**config.mk**
```make
export PLATFORM = sky130hd
export DESIGN_NAME = rs_encoder_n7k5_stream
export DESIGN_NICKNAME = d
export VERILOG_FILES = /design/src/rtl/rs_encoder_n7k5_stream.sv
export SDC_FILE = /design/constraint.sdc
export NUM_CORES = 1
export LEC_CHECK = 0
export ABC_CLOCK_PERIOD_IN_PS = 2700
export CAP_MARGIN = 20
export CORE_MARGIN = 2
export CORE_UTILIZATION = 50
export DETAILED_ROUTE_END_ITERATION = 12
export MAX_ROUTING_LAYER = met4
export PLACE_DENSITY_LB_ADDON = 0.1
export REMOVE_ABC_BUFFERS = 1
export SLEW_MARGIN = 10
export SYNTH_ARGS = -nofsm -noshare
export SYNTH_HDL_FRONTEND = slang
export SYNTH_SLANG_ARGS = --single-unit
```
**constraint.sdc**
```tcl
create_clock -name clk -period 2.7 [get_ports clk]
set_clock_uncertainty 0.1 [all_clocks]
set_input_delay 0.54 -clock clk [delete_from_list [all_inputs] [get_ports clk]]
set_output_delay 0.54 -clock clk [all_outputs]
set_load 0.05 [all_outputs]
```
**src/rtl/rs_encoder_n7k5_stream.sv**
```systemverilog
// Streaming systematic RS(7,5) encoder over GF(8) (x^3+x+1), generator x^2 + 3x + 2.
// Symbols arrive one per accept; the finished codeword is held in cwOut until consumed.
`timescale 1ns/1ps
module rs_encoder_n7k5_stream #(
  parameter int N = 7,
  parameter int K = 5,
  parameter int m = 3
) (
  input  logic           clk,
  input  logic           rstn,
  input  logic           clear,
  input  logic [m-1:0]   symIn,
  input  logic           symValid,
  output logic           symReady,
  output logic [N*m-1:0] cwOut,
  output logic           cwValid,
  input  logic           cwReady
);

  // state | meaning
  // IDLE  | symCnt == 0, no partial frame
  // FILL  | symCnt 1..4, partial frame in parity/staging registers
  // EMPTY | output register free (cwValid low)
  // FULL  | cwValid high, output register occupied; independent of IDLE/FILL
  typedef enum logic {IDLE, FILL}  fill_t;
  typedef enum logic {EMPTY, FULL} out_t;

  fill_t        fill_st;
  out_t         out_st;
  logic [2:0]   symCnt;
  logic [m-1:0] r1, r0;
  logic [m-1:0] stage [4];

  logic [m-1:0] fb, r1_nxt, r0_nxt;
  logic         last, accept, done;

  function automatic logic [m-1:0] gf_x2(input logic [m-1:0] a);
    return {a[1], a[0] ^ a[2], a[2]};
  endfunction

  function automatic logic [m-1:0] gf_x3(input logic [m-1:0] a);
    return a ^ gf_x2(a);
  endfunction

  assign fb     = symIn ^ r1;
  assign r1_nxt = r0 ^ gf_x3(fb);
  assign r0_nxt = gf_x2(fb);

  assign last     = (fill_st == FILL) && (symCnt == 3'(K - 1));
  assign cwValid  = (out_st == FULL);
  // Back-pressure only the completing symbol, and only while the held word is not being taken.
  assign symReady = !(last && cwValid && !cwReady);
  assign accept   = symValid && symReady;
  assign done     = accept && last && !clear;

  always_ff @(posedge clk or negedge rstn) begin
    if (!rstn) begin
      fill_st <= IDLE;
      out_st  <= EMPTY;
      symCnt  <= '0;
      r1      <= '0;
      r0      <= '0;
      cwOut   <= '0;
      for (int i = 0; i < 4; i++) stage[i] <= '0;
    end else begin
      if (clear) begin
        fill_st <= IDLE;
        symCnt  <= '0;
        r1      <= '0;
        r0      <= '0;
        for (int i = 0; i < 4; i++) stage[i] <= '0;
      end else if (accept) begin
        if (last) begin
          fill_st <= IDLE;
          symCnt  <= '0;
          r1      <= '0;
          r0      <= '0;
        end else begin
          fill_st              <= FILL;
          symCnt               <= symCnt + 3'd1;
          r1                   <= r1_nxt;
          r0                   <= r0_nxt;
          stage[symCnt[1:0]]   <= symIn;
        end
      end

      // A completing frame wins over a simultaneous consume so no word is lost.
      if (done) begin
        cwOut  <= {r0_nxt, r1_nxt, symIn, stage[3], stage[2], stage[1], stage[0]};
        out_st <= FULL;
      end else if (cwReady) begin
        out_st <= EMPTY;
      end
    end
  end

endmodule

```
; Word level (Yosys, flattened, before mapping)
; Cells that the tools add are included.
[op_classes]
add_sub_neg = 1
magnitude_cmp = 2
n_eq_ne = 2
n_mux = 20
bitwise = 5
n_reduce_logical = 13
[op_table]
columns = cell, n
row1 = 12-bit two-way mux, 3
row2 = 3-bit two-way mux, 10
row3 = 12-bit bitwise mux, 1
row4 = 3-bit XOR, 3
row5 = 1-bit logical AND, 7
row6 = 3-bit demux with 2-bit select, 1
row7 = 1-bit two-way mux, 5
row8 = 2-bit nonzero test, 2
row9 = "3-bit by 1-bit adder with 3-bit output, second input constant", 1
row10 = "3-bit == test, second input constant", 1
row11 = "3-bit greater-or-equal comparator, second input constant", 1
row12 = 1-bit logical NOT, 3
row13 = "3-bit by 1-bit less-than comparator with 1-bit output, second input constant", 1
row14 = 2-bit NOT with 3-bit output, 1
row15 = "2-bit inequality test, second input constant", 1
row16 = 2-bit AND reduction, 1
row17 = 1-bit XOR, 1
[word_totals]
ff_bits = 44
inputBits = 8
out_inout_bits = 23
wordCells = 53

; Depth between registers and ports, before layout
; Gate-level depths: netlist of the first run.
[depth]
ltp_word = 9
ltp_mapped = 8

; Least setup slack after synthesis of the first run
; No wires, ideal clock.
[synth_timing]
path_type = reg-to-reg
from = reg out_st (netlist: cwValid)
to = reg symCnt[2]
setup_ns = 0.083
t_arrival_ns = 2.015
required_ns = 2.517
setup_slack_ns = 0.502
stages_incl_launch_ff = 6
path_buffers = 0
synth_period_minus_slack_ns = 2.198
path_cell_list = dfrtp_1 > nor2b_1 > nand2b_1 > a21oi_1 > o21ai_0 > o21ai_0
[synth_via]
elab_chain_cells = 5
[synth_rtl]
columns = item, line_no
row1 = "start, declared", 29  ; out_t out_st;
row2 = "start signal, assigned", 59  ; out_st <= EMPTY;
row3 = "start signal, assigned", 90  ; out_st <= FULL;
row4 = "start signal, assigned", 92  ; out_st <= EMPTY;
row5 = 1-bit logical AND (2 in a row), 52  ; assign symReady = !(last && cwValid && !cwReady);
row6 = 1-bit logical NOT, 52
row7 = net symReady, 14  ; output logic symReady,
row8 = 1-bit logical AND, 53  ; assign accept = symValid && symReady;
row9 = 2-bit nonzero test (no line), -
row10 = "end signal, assigned", 80  ; symCnt <= symCnt + 3'd1;
row11 = "end, declared", 30  ; logic [2:0] symCnt;
; The timed path passes the listed nets, and every way through them passes these cells.
; A chain may end at the register's enable or synchronous reset.

; Worst setup path in the final report of the first run
[layout_timing]
from = in symValid
to = reg cwOut[15]
[layout_via]
elab_chain_cells = 3
[layout_rtl]
columns = item, line_no
row1 = "start, declared", 13  ; input logic symValid,
row2 = 1-bit logical AND, 53
row3 = 1-bit logical AND (2 in a row), 54  ; assign done = accept && last && !clear;
row4 = "end signal, assigned", 89  ; cwOut <= {r0_nxt, r1_nxt, symIn, stage[3], stage[2], stage[1], stage[0]};
row5 = "end, declared", 15  ; output logic [N*m-1:0] cwOut,
; No other way between the ends.

==> impl.org, run 1 <==
** Floorplanning
- The die covers 4400 sq um.
- The die is 66.3 um tall.
- After floorplanning, the core was divided into 22 placement rows.
- I/O pin total :: 31
- Standard cell core area :: 3690 sq um
- Once the floorplan was initialized, standard cells occupied 52.6% of the core.
- The die is 66.3 um wide.

** Place
- Placer's final routability congestion estimate :: 0.873
- Count of input and output buffers :: 30
- DP Wirelength :: 2.67 mm
- After detailed placement, the total cell area comes to 2310 sq um.

** Synthesis
- In this run, synthesis inferred 0 flip-flops with an integrated enable.
- Summing every instance area after synthesis gives 1940 sq um.
- In this run, distinct cell masters in the synthesized netlist total 24.
- Counting flops and latches in the post-synthesis netlist gives 44.
- Share of the synthesized area in the top cell type :: 56.7%
- Synth cell count leaders :: nand2_1, dfrtp_1, a21oi_1, nand3_1, o21ai_0
- By area the synthesized netlist is led by dfrtp_1, nand2_1, xnor2_1.
- Mean area per synthesized cell :: 9.51 sq um
- Yosys warnings :: 0
- Gate Count Post-Synth :: 204
- Main synth FF type :: dfrtp_1
- Count leader, synth :: nand2_1
- dfrtp_1 takes more of the synthesized area than any other cell.
- Sequential-to-total area share from yosys stat :: 56.7%
- Ys async rst share :: 100%

** Timing
- The final number of max-transition violations came to 0.
- For this run, the top clock speed supported by timing is 434 MHz.
- Setup repair after global routing left no endpoint under its margin.
- The worst path in the final design needs a cycle of 2.31 ns, including I/O delays and setup.
- TNS Setup :: 0 ns
- The hold violation total from the final report was 0.
- Final setup fails :: 0
- Relative slew margins :: 35.3%
- Worst-margin pin slew :: 0.970 ns
- The final critical path takes up 85.4% of the cycle.

** Clock network
- Clock latency at the later pin of the worst-skew pair :: 0.29 ns
- The longest clock path from root to sink contains 2 buffers.
- Inserted Clock Buffers :: 5
- TritonCTS clock tree :: done
- Post-cts repair resize count :: 0
- Clock Pin Slew Worst Setup and Hold Paths :: 0.08 ns
- Htree depth :: 2
- Sinks on Clock Net :: 44
- CTS hold repair buffers :: 0
- # Post-CTS Setup Buffers :: 0
- Clock root buffer :: clkbuf_8

** Critical path
- The worst setup path is captured at a flop.
- The most critical setup path has its startpoint at symValid.
- Reg-to-reg slack, setup :: 0.57 ns
- Data arrival time of the critical path :: 2.36 ns
- Reg2Reg Depth :: 6
- Worst reg2reg path endpoint :: cwOut[15]
- Worst R2R Start :: symCnt[1]
- Required time at the worst-slack endpoint :: 2.75 ns
- Class of the most critical setup path :: primary input to flop
- Worst-path fanout max :: 26
- STA classifies the critical path startpoint as a primary input.

** GRT
- Gr ovfl total :: 0
- The initial antenna violation count came to 0.
- The first global-routing pass estimated 6.87 mm of wire.
- The number of global-route vias before repair is 1494.
- Pin count of the biggest net entering global routing :: 45
- Overall routing resource usage :: 21.6%

** Cells and area
- Summing all non-filler instances in the final layout gives an area of 2430 sq um.
- Net count, final :: 252
- Measured on the finished design, the core utilization comes to 66.0%.
- Relative to the synthesized area, the layout overhead comes to 25.5%.
- Total inserted antenna cells :: 0
- Share of post-route cells with drive strength above 1 :: 8.30%

** Routing
- The routed design has 3.88 mm of wire.
- After the first detailed-routing iteration, the DRC count stood at 90.
- Mean number of vias per cell :: 5.11
- The detail route stage leaves a number of antenna-violating nets equal to 0.
- Before antenna repair, the detailed router went through 4 iterations.
- The detailed router placed 1477 vias in this run.
- Remaining DRCs :: 0
- Wire length per cell after detailed routing :: 13.4 um

** Power and ir drop
- Summed over all cells, the static leakage comes to 1.16 nW.
- Dividing total power by cell area gives a power density of 668 nW/um^2.
- Largest voltage drop on the vdd net :: 379 uV

** Hold path
- The min-delay analysis places its worst path in the category primary input to async pin.

** Flow run
- Max_cap viols :: 0

** Status
- Run status :: finished, final reports clean
through the flow:
step / total power [mW] / std cells / setup slack (ns) / hold slack (ns)
after floorplan: 0.990 / 196 / 0.502 / 0.144
after global placement: 1.08 / 281 / 0.242 / 0.352
after detailed placement: 1.09 / 281 / 0.114 / 0.360
after CTS: 1.64 / 289 / 0.411 / 0.328
after global routing: 1.71 / 289 / 0.261 / 0.374
final: 1.63 / 289 / 0.393 / 0.300
critical path, stage by stage:
cell,delay (ns)
clkdlybuf4s50_1,0.57
nor2b_1,0.27
or3b_2,0.72
nand2_1,0.15
o21ai_0,0.09
registers in the layout (all words and copies together), names as in the netlist:
signal	flops
cwValid	1
r1	3
cwOut	21
symCnt	3
r0	3
stage	12
fill_st	1
layer usage:
layer	GRT usage, %	up-vias	wire [um]
met5	-	-	0
met4	7.91	0	61
met3	4.77	7	126
met2	33.4	36	1770
met1	28.2	708	1920
li1	-	726	-
cell families (layout without fill, tap and decap cells):
family / Yosys count / after routing / synth area share, %
AND/OR/NAND/NOR: 106 / 106 / 23.0
multiplexers: 3 / 3 / 1.55
XOR/XNOR: 12 / 12 / 7.09
flip-flops: 44 / 44 / 56.7
buffers and inverters: 10 / 47 / 2.32
adder cells (fa/ha/maj): 4 / 4 / 2.58
AO/OA/AOI/OAI: 25 / 25 / 6.77
final cells by class:
class                           instances  area (sq um)
Sequential cell                        44          1100
Clock buffer                            7          96.3
Inverter                                2          7.51
Fill cell                             316          1250
Timing Repair Buffer                   37           345
Tap cell                               48          60.1
Clock inverter                          1          30.0
Multi-Input combinational cell        150           795
worst max-delay path by stage:
stage                            to  slack, ns  cells after the start
after CTS                  symReady       0.41                      5
after detailed placement  cwOut[15]       0.11                      5
after floorplan           symCnt[2]       0.50                      5
final                     cwOut[15]       0.39                      5
after global placement    cwOut[16]       0.24                      5
after global routing      cwOut[18]       0.26                      5
power by group:
group	switching, mW	total, mW	internal, mW
combinational	0.182	0.345	0.163
clock	0.216	0.542	0.326
sequential	0.0389	0.739	0.700
placed cells by master (no fill, tap or decap):
| cell | synthesis | routed |
|---|---|---|
| o21ai_0 | 10 | 10 |
| buf_2 | 0 | 1 |
| or3b_2 | 1 | 1 |
| nand2b_1 | 2 | 2 |
| xnor2_1 | 8 | 8 |
| clkbuf_8 | 0 | 7 |
| nand3_1 | 12 | 12 |
| a31oi_1 | 2 | 2 |
| bufinv_16 | 0 | 1 |
| mux2i_1 | 3 | 3 |
| ha_1 | 4 | 4 |
| and2_1 | 2 | 2 |
| nor2_1 | 5 | 5 |
| buf_4 | 0 | 8 |
| dfrtp_1 | 44 | 44 |
| a21oi_1 | 12 | 12 |
| xnor3_1 | 1 | 1 |
| a22o_1 | 1 | 1 |
| clkdlybuf4s50_1 | 0 | 28 |
| xnor2_4 | 1 | 1 |
| inv_1 | 2 | 2 |
| nor2b_1 | 2 | 2 |
| nand2_1 | 79 | 79 |
| nor3b_2 | 1 | 1 |
| xor2_1 | 2 | 2 |
| nor3_1 | 1 | 1 |
| or3_1 | 1 | 1 |
Note: power is estimated with default switching activity, not from simulation.
==> run 2: changes to the inputs <==
SLEW_MARGIN = not set   (was 10)
==> results of run 2 <==
Same layout as run 1: the final DEF is identical, and so are final timing and power.
==> run 3: changes to the inputs <==
GPL_TIMING_DRIVEN = 1   (was not set)
PLACE_DENSITY = 0.75   (was not set)
PLACE_DENSITY_LB_ADDON = not set   (was 0.1)
==> impl.org, run 3 (synthesized netlist as in run 1, its figures left out) <==
** Status
- Run status :: finished, final reports clean

** GRT
- Pin count of the biggest net entering global routing :: 45 (unchanged)
- The remaining global-route overflow is 0 (unchanged).
- The global-route wire length before repair is 6.41 mm (-6.6%).
- Initial antenna violation count :: 0 (unchanged)
- Number of global-route vias before repair :: 1371 (-8.2%)
- Overall routing resource usage :: 20.2% (-1.4 points)

** Routing
- Wire length per cell after detailed routing :: 12.8 um (-4.5%)
- DRT antenna net count :: 0 (unchanged)
- The via total after detailed routing was 1462 (-1.0%).
- The DRC violation count after routing was 0 (unchanged).
- Wirelength, routed :: 3.70 mm (-4.8%)
- The length of the first detailed-routing pass in iterations is 4 (unchanged).
- Iteration-0 DRC count of the detailed router :: 145 (+61%)
- The via count normalized by instance count was 5.08 (-0.67%).

** Clock network
- The number of buffers on the longest clock path came to 2 (unchanged).
- The total clock sinks is 44 (unchanged).
- The post-cts repair resize count is 0 (unchanged).
- TritonCTS built the clock tree.
- Clock Pin Slew Worst Setup and Hold Paths :: 0.07 ns (about the same)
- The tree is rooted in a clkbuf_8.
- The latest clock arrival within the worst-skew pair is 0.29 ns (about the same).
- The post-CTS repair timing setup buffer count is 0 (unchanged).
- The number of buffers created by CTS was 5 (unchanged).
- CTS hold repair buffers :: 0 (unchanged)
- Htree depth :: 2 (unchanged)

** Floorplanning
- The die height is 66.3 um (unchanged).
- Starting density of the core :: 52.6% (unchanged)
- Standard cell core area :: 3690 sq um (unchanged)
- Area of the die :: 4400 sq um (unchanged)
- The floorplan row count came to 22 (unchanged).
- Die Span X :: 66.3 um (unchanged)
- I/O pin total :: 31 (unchanged)

** Place
- DP Wirelength :: 2.59 mm (-2.9%)
- The final weighted congestion in routability-driven placement is 0.792 (-9.4%).
- The number of port buffers is 30 (unchanged).

** Timing
- Slew Limit Fails :: 0 (unchanged)
- Final min period :: 2.29 ns (-0.0156 ns)
- Fmax :: 436 MHz (+0.68%)
- The final critical-path share of the clock period is 84.9% (-0.58 points).
- The measured slew at the worst slew-check pin was 0.966 ns (-0.00395 ns).
- Number of hold violations in the final report :: 0 (unchanged)
- Relative slew margins :: 35.6% (+0.26 points)
- Setup repair after global routing missed its margin :: false
- Final setup fails :: 0 (unchanged)
- TNS Setup :: 0 ns (unchanged)

** Cells and area
- Registers with the most flip-flops :: cwOut x21, stage x12
- Share of post-route cells with drive strength above 1 :: 7.50% (-0.80 points)
- The register with the most flip-flops in the final layout is cwOut.
- Most frequent standard cell in the layout excluding fill and tap cells :: nand2_1
- Total inserted antenna cells :: 0 (unchanged)
- Layout-stage area growth over the synthesis result :: 23.0%
- The number of nets in the layout came to 252 (unchanged).
- The number of flip-flops under the largest register name was 21 (unchanged).
- In the layout the commonest cells are nand2_1, dfrtp_1, clkdlybuf4s50_1.
- The count of filler cells inserted in the layout was 339 (+7.3%).

** Critical path
- The worst endpoint required time came to 2.06 ns (-0.69 ns).
- Worst-path fanout max :: 6 (-77%)
- Reg-to-reg slack, setup :: 0.56 ns (about the same)
- Capturing instance or port of the critical path :: symReady
- The worst setup path is captured at an output port.
- Worst R2R Start :: symCnt[0]
- In this run the worst setup path begins at symCnt[0].
- The critical path in this run is classified as flop to output port.
- Reg2Reg Depth :: 6 (unchanged)
- The endpoint identified for the worst register-to-register timing path is cwOut[15].
- Data arrival time of the critical path :: 1.65 ns (-0.71 ns)
- STA classifies the critical path startpoint as a flop.

** Hold path
- In this run the worst hold path is classified as primary input to async pin.

** Power and ir drop
- The power share of the clock group was 26.0% (-7.3 points).
- Switch share :: 29.0% (+2.1 points)
- Portion of total power attributed to sequential cells :: 50.5% (+5.1 points)
- The power density over cell area is 613 nW/um^2 (-8.2%).
- Portion of total power attributed to combinational logic :: 23.5% (+2.3 points)
- The internal power consumption is 1.04 mW (-13%).
- The worst vdd rail ir drop was 442 uV (+16%).
- The total power came to 1.46 mW (-10%).
- The cell leakage power was 1.13 nW (-2.0%).
- P_sw :: 0.424 mW (-2.8%)

** Flow run
- Max_cap viols :: 0 (unchanged)
[run 3: area by class of cell]
| type | instances | area, sq um | area share, % |
|---|---|---|---|
| Inverter | 2 | 7.51 | 0.315 |
| Clock inverter | 1 | 5.00 | 0.210 |
| Timing Repair Buffer | 37 | 345 | 14.5 |
| Sequential cell | 44 | 1100 | 46.1 |
| Clock buffer | 6 | 72.6 | 3.04 |
| Tap cell | 48 | 60.1 | 2.52 |
| Multi-Input combinational cell | 150 | 795 | 33.3 |
[run 3: worst min path at each step]
stage / slack [ns] / to / from / depth (start not counted)
2_1_floorplan: 0.14 / cwOut[0] / rstn / 0
3_5_place_dp: 0.35 / cwOut[0] / stage[9] / 2
5_1_grt: 0.36 / r0[2] / rstn / 1
6_report: 0.29 / cwOut[20] / rstn / 1
3_3_place_gp: 0.35 / cwOut[0] / stage[9] / 2
4_1_cts: 0.32 / cwOut[20] / rstn / 1
[run 3: per-layer routing]
metal / GRT usage [%] / vias to the layer above / part of all wire (%)
met5: - / - / 0
met4: 8.42 / 0 / 1.7
met3: 4.09 / 7 / 4.7
met2: 29.0 / 33 / 46
met1: 28.2 / 691 / 47
li1: - / 731 / -
[run 3: power groups by stage]
stage	logic [mW]	registers [mW]	clock network [mW]
2_1_floorplan	0.222	0.768	0
3_3_place_gp	0.339	0.750	0
3_5_place_dp	0.346	0.752	0
4_1_cts	0.347	0.739	0.395
5_1_grt	0.383	0.747	0.420
6_report	0.344	0.740	0.380
[run 3: metrics by stage]
| step | setup WS [ns] | hold slack [ns] | std cells | util [%] | cell area, sq um |
|---|---|---|---|---|---|
| 5_1_grt | 0.278 | 0.364 | 288 | 64.7 | 2390 |
| 4_1_cts | 0.393 | 0.317 | 288 | 64.7 | 2390 |
| 6_report | 0.409 | 0.295 | 288 | 64.7 | 2390 |
| 3_3_place_gp | 0.231 | 0.354 | 281 | 62.6 | 2310 |
| 3_5_place_dp | 0.128 | 0.349 | 281 | 62.6 | 2310 |
| 2_1_floorplan | 0.502 | 0.144 | 196 | - | 1900 |
[run 3: worst max-delay path: stages (launching register included)]
cell      delay (ns)
dfrtp_1         0.43
inv_1           0.11
ha_1            0.18
nand3_1         0.17
nand2b_1        0.24
buf_4           0.22
